**config.mk**
```make
export PLATFORM = sky130hd
export DESIGN_NAME = nrisc_interrupt_ctrl
export DESIGN_NICKNAME = d
export VERILOG_FILES = /design/src/rtl/nrisc_interrupt_ctrl_pkg.sv /design/src/rtl/nrisc_irq_sync_edge.sv /design/src/rtl/nrisc_interrupt_ctrl.sv
export SDC_FILE = /design/constraint.sdc
export NUM_CORES = 1
export LEC_CHECK = 0
export BUFFER_PORTS_ARGS = -buffer_cell sky130_fd_sc_hd__buf_2
export CAP_MARGIN = 20
export CORE_MARGIN = 2
export CORE_UTILIZATION = 48
export DETAILED_ROUTE_END_ITERATION = 7
export GPL_ROUTABILITY_DRIVEN = 0
export HOLD_SLACK_MARGIN = 0.03
export PLACE_DENSITY = 0.8
export SLEW_MARGIN = 40
export SYNTH_ARGS = -nofsm -noshare
export SYNTH_HDL_FRONTEND = slang
export SYNTH_SLANG_ARGS = --single-unit
```
**constraint.sdc**
```tcl
create_clock -name clk -period 4 [get_ports clk]
set_input_delay 0 -clock clk [delete_from_list [all_inputs] [get_ports clk]]
set_output_delay 0 -clock clk [all_outputs]
set_load 0.02 [all_outputs]
```
**src/rtl/nrisc_interrupt_ctrl_pkg.sv**
```systemverilog
// Shared constants, FSM state encoding and vector address helper for the
// nrisc interrupt controller.
package nrisc_interrupt_ctrl_pkg;

    localparam int unsigned N_IRQ_DEF        = 8;
    localparam int unsigned IDX_W            = 3;
    localparam logic [7:0]  VECTOR_BASE_DEF  = 8'h10;
    localparam int unsigned VECTOR_SHIFT_DEF = 2;

    typedef enum logic [1:0] {
        StIdle  = 2'd0,
        StArm   = 2'd1,
        StGuard = 2'd2
    } irq_state_e;

    // Vector address wraps at 8 bits.
    function automatic logic [7:0] vector_addr(input logic [7:0]       base,
                                               input logic [IDX_W-1:0] idx,
                                               input int unsigned      shift);
        return base + (8'(idx) << shift);
    endfunction

endpackage

```
**src/rtl/nrisc_irq_sync_edge.sv**
```systemverilog
// One IRQ line: two-flop synchroniser followed by a rising-edge detector.
module nrisc_irq_sync_edge (
    input  logic clk,
    input  logic rst,
    input  logic irq_i,
    output logic edge_o
);

    logic sync1_q, sync1_d;
    logic sync2_q, sync2_d;
    logic prev_q,  prev_d;

    always_comb begin
        sync1_d = irq_i;
        sync2_d = sync1_q;
        prev_d  = sync2_q;
    end

    always_ff @(posedge clk) begin
        if (rst) begin
            sync1_q <= 1'b0;
            sync2_q <= 1'b0;
            prev_q  <= 1'b0;
        end else begin
            sync1_q <= sync1_d;
            sync2_q <= sync2_d;
            prev_q  <= prev_d;
        end
    end

    assign edge_o = sync2_q & ~prev_q;

endmodule

```
**src/rtl/nrisc_interrupt_ctrl.sv**
```systemverilog
// Interrupt controller: edge-latched pending bits, mask/GIE gating, fixed-priority
// nested arbitration and a one-cycle vector request into the PC controller.
module nrisc_interrupt_ctrl
    import nrisc_interrupt_ctrl_pkg::*;
#(
    parameter int unsigned N_IRQ        = N_IRQ_DEF,
    parameter logic [7:0]  VECTOR_BASE  = VECTOR_BASE_DEF,
    parameter int unsigned VECTOR_SHIFT = VECTOR_SHIFT_DEF,
    parameter int unsigned GUARD_CYCLES = 2,
    parameter int unsigned MAX_NEST     = 3
) (
    input  logic             clk,
    input  logic             rst,
    input  logic [N_IRQ-1:0] IRQ_in,
    input  logic [N_IRQ-1:0] MASK_in,
    input  logic             MASK_we,
    input  logic             GIE_set,
    input  logic             GIE_clr,
    input  logic [1:0]       CORE_PC_ctrl,
    input  logic [1:0]       CORE_STACK_ctrl,
    input  logic             CORE_RETI,
    output logic [7:0]       INTERRUPT_ch,
    output logic             INTERRUPT_flag,
    output logic [N_IRQ-1:0] INTERRUPT_pending,
    output logic [N_IRQ-1:0] INTERRUPT_inservice
);

    irq_state_e       state_q, state_d;
    logic [IDX_W-1:0] idx_q, idx_d;
    logic [7:0]       ch_q, ch_d;
    logic [7:0]       guard_q, guard_d;
    logic [N_IRQ-1:0] pending_q, pending_d;
    logic [N_IRQ-1:0] inservice_q, inservice_d;
    logic [N_IRQ-1:0] mask_q, mask_d;
    logic             gie_q, gie_d;

    logic [N_IRQ-1:0] edges;
    logic [N_IRQ-1:0] req;
    logic [N_IRQ-1:0] pending_clr;
    logic [N_IRQ-1:0] inservice_set;
    logic             cand_found;
    logic [IDX_W-1:0] cand_idx;
    logic             ins_found;
    logic [IDX_W-1:0] ins_idx;
    logic [7:0]       ins_cnt;
    logic             cand_valid;
    logic             slot_free;
    logic             abort;
    logic             flag;

    for (genvar g = 0; g < N_IRQ; g++) begin : g_sync
        nrisc_irq_sync_edge u_sync_edge (
            .clk    (clk),
            .rst    (rst),
            .irq_i  (IRQ_in[g]),
            .edge_o (edges[g])
        );
    end

    assign req = pending_q & mask_q;

    // Highest-priority request, lowest active in-service level and nesting depth.
    always_comb begin
        cand_found = 1'b0;
        cand_idx   = '0;
        ins_found  = 1'b0;
        ins_idx    = '0;
        ins_cnt    = 8'd0;
        for (int i = int'(N_IRQ) - 1; i >= 0; i--) begin
            if (req[i]) begin
                cand_found = 1'b1;
                cand_idx   = IDX_W'(i);
            end
            if (inservice_q[i]) begin
                ins_found = 1'b1;
                ins_idx   = IDX_W'(i);
                ins_cnt   = ins_cnt + 8'd1;
            end
        end
    end

    assign cand_valid = cand_found & gie_q & (~ins_found | (cand_idx < ins_idx)) &
                        (ins_cnt < 8'(MAX_NEST));

    assign slot_free = (CORE_PC_ctrl == 2'b00) & (CORE_STACK_ctrl == 2'b00) & ~CORE_RETI;

    always_comb begin
        gie_d = gie_q;
        if (GIE_clr) begin
            gie_d = 1'b0;
        end else if (GIE_set) begin
            gie_d = 1'b1;
        end
        mask_d = MASK_we ? MASK_in : mask_q;

        state_d       = state_q;
        idx_d         = idx_q;
        ch_d          = ch_q;
        guard_d       = guard_q;
        pending_clr   = '0;
        inservice_set = '0;
        abort         = 1'b0;
        flag          = 1'b0;

        unique case (state_q)
            StIdle: begin
                if (cand_valid) begin
                    idx_d   = cand_idx;
                    ch_d    = vector_addr(VECTOR_BASE, cand_idx, VECTOR_SHIFT);
                    state_d = StArm;
                end
            end
            StArm: begin
                // The locked line is dropped if it is disabled in this very cycle.
                abort = GIE_clr | ~mask_d[idx_q];
                if (abort) begin
                    state_d = StIdle;
                end else if (slot_free) begin
                    flag                 = 1'b1;
                    pending_clr[idx_q]   = 1'b1;
                    inservice_set[idx_q] = 1'b1;
                    guard_d              = 8'(GUARD_CYCLES);
                    state_d              = (GUARD_CYCLES == 0) ? StIdle : StGuard;
                end
            end
            StGuard: begin
                if (guard_q <= 8'd1) begin
                    guard_d = 8'd0;
                    state_d = StIdle;
                end else begin
                    guard_d = guard_q - 8'd1;
                end
            end
            default: begin
                state_d = StIdle;
            end
        endcase

        // A fresh edge beats a same-cycle clear so the new request is not lost.
        pending_d   = (pending_q & ~pending_clr) | edges;
        inservice_d = inservice_q | inservice_set;
        if (CORE_RETI && ins_found) begin
            inservice_d[ins_idx] = 1'b0;
        end
    end

    always_ff @(posedge clk) begin
        if (rst) begin
            state_q     <= StIdle;
            idx_q       <= '0;
            ch_q        <= 8'h00;
            guard_q     <= 8'd0;
            pending_q   <= '0;
            inservice_q <= '0;
            mask_q      <= '0;
            gie_q       <= 1'b0;
        end else begin
            state_q     <= state_d;
            idx_q       <= idx_d;
            ch_q        <= ch_d;
            guard_q     <= guard_d;
            pending_q   <= pending_d;
            inservice_q <= inservice_d;
            mask_q      <= mask_d;
            gie_q       <= gie_d;
        end
    end

    assign INTERRUPT_flag      = flag & ~rst;
    assign INTERRUPT_ch        = ch_q;
    assign INTERRUPT_pending   = pending_q;
    assign INTERRUPT_inservice = inservice_q;

endmodule

```
==> metrics.cfg <==
[status]
outcome=complete, no violations

[timing]
fin_tns_setup_ns=0
max-slew-margin-rel=0.495
tightest_slew_ns=0.751
max_freq_mhz=253
skew_ns=0.00680
min_period_over_period=0.990
fin_crit_ns=3.96
setup-violations-final=0
finalMaxSlewViolations=0
finalHoldViolations=0
rsz0062_at_grt=yes
fin_hold_ws_ns=0.112

[flow_run]
maxCapViolCount=0

[setup_path]
crit_fanout=4
startpoint_type=flip-flop
rr_endpoint=INTERRUPT_ch[4]
r2r_cells=22
crit_path_frequent_cell=ha_4
crit_family=simple AND/OR/NAND/NOR gates
critPathKind=reg2reg
cp_slowest_cell=dfxtp_4
crit_chain=inv_6 > ha_4 > mux2i_4 > xnor2_1 > nand2_1 > o31ai_2 > ha_1 > a32oi_2 > nand2_1 > ha_1 > and2_4 > or2_4 > ha_4 > mux2i_4 > inv_2 > ha_4 > nand2_4 > a2111o_1 > and4bb_2 > or3_4 > a21oi_2 > a211oi_1
required_ns=4.20
rr_startpoint=INTERRUPT_inservice[6]
worst-path-buf-inv=2
slowest_delay_ns=0.39
r2r_slack_ns=0.04
end_kind=flip-flop
arrival_ns=4.16

[route]
drcViolationCount=0
vias_per_cell=5.44
wl_per_cell_um=14.3
first_pass_iters=4
drtIter0Drc=152
vias=2952
ant_nets=0
wirelength_um=7770

[global_routing]
grt_max_degree=59
grt_usage=0.211
grt_pass1_wl_um=12500
grt_pass1_vias=2832
antenna_found_initial=0
overflow=0

[floorplan]
core-area_um2=6720
row_count=30
ios=51
dieHeight_um=87.1
die_x_um=87.1
initial_core_util=0.493
die_area_um2=7580

[power_and_ir_drop]
totalPowerFinal_w=0.00129
ir_worst_vdd_mv=0.280
p_per_area_nw_per_um2=302
p_leak_nw=1.76

[logic_synthesis]
synth_warnings=0
syn_inst=383
synth_top_area_frac=0.381
yosysMostFrequentCell=dfxtp_1
synth-seq-area-share=0.381
syn-cell-area_um2=3310
avgSynthCellArea_um2=8.64
synth_edf_count=0
synth_area_leaders=dfxtp_1 (38%), nor2b_1 (6.4%), ha_1 (4.9%)
synth-seq-cells=63
async_flop_share=0
synthFlopType=dfxtp_1
synth_top_area_cell=dfxtp_1
synth_cell_types=64
synth_commonest_cells=dfxtp_1 (63), nor2_1 (40), nor2b_1 (34)

[cts]
clk_pin_slew_worst_paths_ns=0.07
root_buffer=clkbuf_8
clock_sinks=63
cts.htree.levels=3
cts_tree=done
clockBufferDepth=2
cts_inserted_buffers=9
clk_latency_ns=0.34

[hold_path]
min_path_cells=3
hold_class=in2reg
whs_endpoint=mask_q[5]
min_from=MASK_we

[place]
dpl.cell_count=502
place_area_um2=3680
numPortBuffers=46
dp_hpwl_um=5480

[final_layout]
antennaDiodeCount=0
fill_cells=531
ff_latch_area_um2=1270
design_area_um2=4250
final_cells=543
drive_gt1_frac=0.257
multiInputGateArea_um2=2080
nets=497
area_growth_pct=28.5

[power by group]
part	total, W	switching [W]	internal [W]
Combinational	0.0000950	0.0000487	0.0000463
Clock	0.000535	0.000247	0.000288
Sequential	0.000657	0.0000119	0.000645
[layout by cell type, fill, tap and decap left out, types with 4 or more instances in the layout]
cell	synthesis	routed
xor2_1	4	4
xnor2_1	8	6
a21oi_1	27	24
buf_2	8	45
nand3_1	4	4
a31oi_1	5	5
conb_1	1	4
inv_1	11	8
nand2b_1	9	9
dlygate4sd3_1	0	19
o21ai_0	13	11
nor3_1	7	6
nor4_1	4	4
nor2b_1	34	34
and2_1	5	4
a221oi_1	4	4
ha_4	0	5
a211oi_1	5	5
nand2_1	32	30
mux2i_1	10	8
dfxtp_1	63	60
nor2_1	40	40
buf_4	6	18
ha_1	13	8
clkbuf_8	0	9
[metrics by stage]
stage               setup WS [ns]  utilization
floorplan                 -0.0519            -
global placement           0.0542        0.548
detailed placement        -0.0796        0.548
CTS                       -0.0628        0.616
global route               -0.163        0.633
finish                     0.0413        0.633
[worst reg2reg max path, stage by stage (launching register included)]
cell and delay (ns):
dfxtp_4 0.39, inv_6 0.05, ha_4 0.16, mux2i_4 0.15
xnor2_1 0.13, nand2_1 0.08, o31ai_2 0.06, ha_1 0.27
a32oi_2 0.18, nand2_1 0.10, ha_1 0.29, and2_4 0.15
or2_4 0.24, ha_4 0.22, mux2i_4 0.15, inv_2 0.07
ha_4 0.16, nand2_4 0.06, a2111o_1 0.09, and4bb_2 0.25
or3_4 0.37, a21oi_2 0.14, a211oi_1 0.05
[registers in the layout (all words and copies together) (netlist names)]
register                    count
INTERRUPT_pending               8
mask_q                          8
gie_q                           1
INTERRUPT_ch                    2
g_sync.u_sync_edge.sync1_q      8
g_sync.u_sync_edge.prev_q       8
guard_q                         8
INTERRUPT_inservice             8
state_q                         2
g_sync.u_sync_edge.prev_d       8
idx_q                           2
[cell type report]
class | count | share of cell area
flip-flops and latches | 63 | 0.299
multi-input cells | 290 | 0.489
repair buffers | 82 | 0.129
clock buffers | 9 | 0.0291
clock inverters | 7 | 0.0174
well taps | 80 | 0.0235
inverters | 12 | 0.0124
[how the worst max path moves through the flow]
stage | start | cells past startpoint | slack [ns] | to
2_1_floorplan | INTERRUPT_inservice[7] | 20 | -0.05 | INTERRUPT_ch[4]
6_report | INTERRUPT_inservice[6] | 22 | 0.04 | INTERRUPT_ch[4]
3_3_place_gp | INTERRUPT_inservice[6] | 22 | 0.05 | idx_q[0]
3_5_place_dp | INTERRUPT_inservice[6] | 22 | -0.08 | idx_q[0]
5_1_grt | INTERRUPT_inservice[6] | 22 | -0.16 | INTERRUPT_ch[5]
4_1_cts | INTERRUPT_inservice[6] | 21 | -0.06 | idx_q[0]
[cells by family (layout without fill, tap and decap cells)]
family,count (synthesis),after routing,synth area share
AO/OA/AOI/OAI,81,81,0.162
AND/OR/NAND/NOR,166,166,0.270
other,1,4,0.00113
buffers and inverters,33,110,0.0472
XOR/XNOR,15,15,0.0525
flip-flops,63,63,0.381
multiplexers,11,11,0.0370
adder cells (fa/ha/maj),13,13,0.0491
[layer usage]
metal	global-route usage	vias to the layer above	wire, um
li1	-	1493	-
met1	0.254	1382	3350
met2	0.350	63	3930
met3	0.0588	14	288
met4	0.0952	0	201
met5	0	-	0
[timing repair]
action	CTS	global route
hold endpoints to repair	18	0
buffers inserted	4	2
pin swaps	9	8
endpoints found under the setup margin	5	5
gates resized for setup	11	18
hold buffers	19	0
Note: power is estimated with default switching activity, not from simulation.
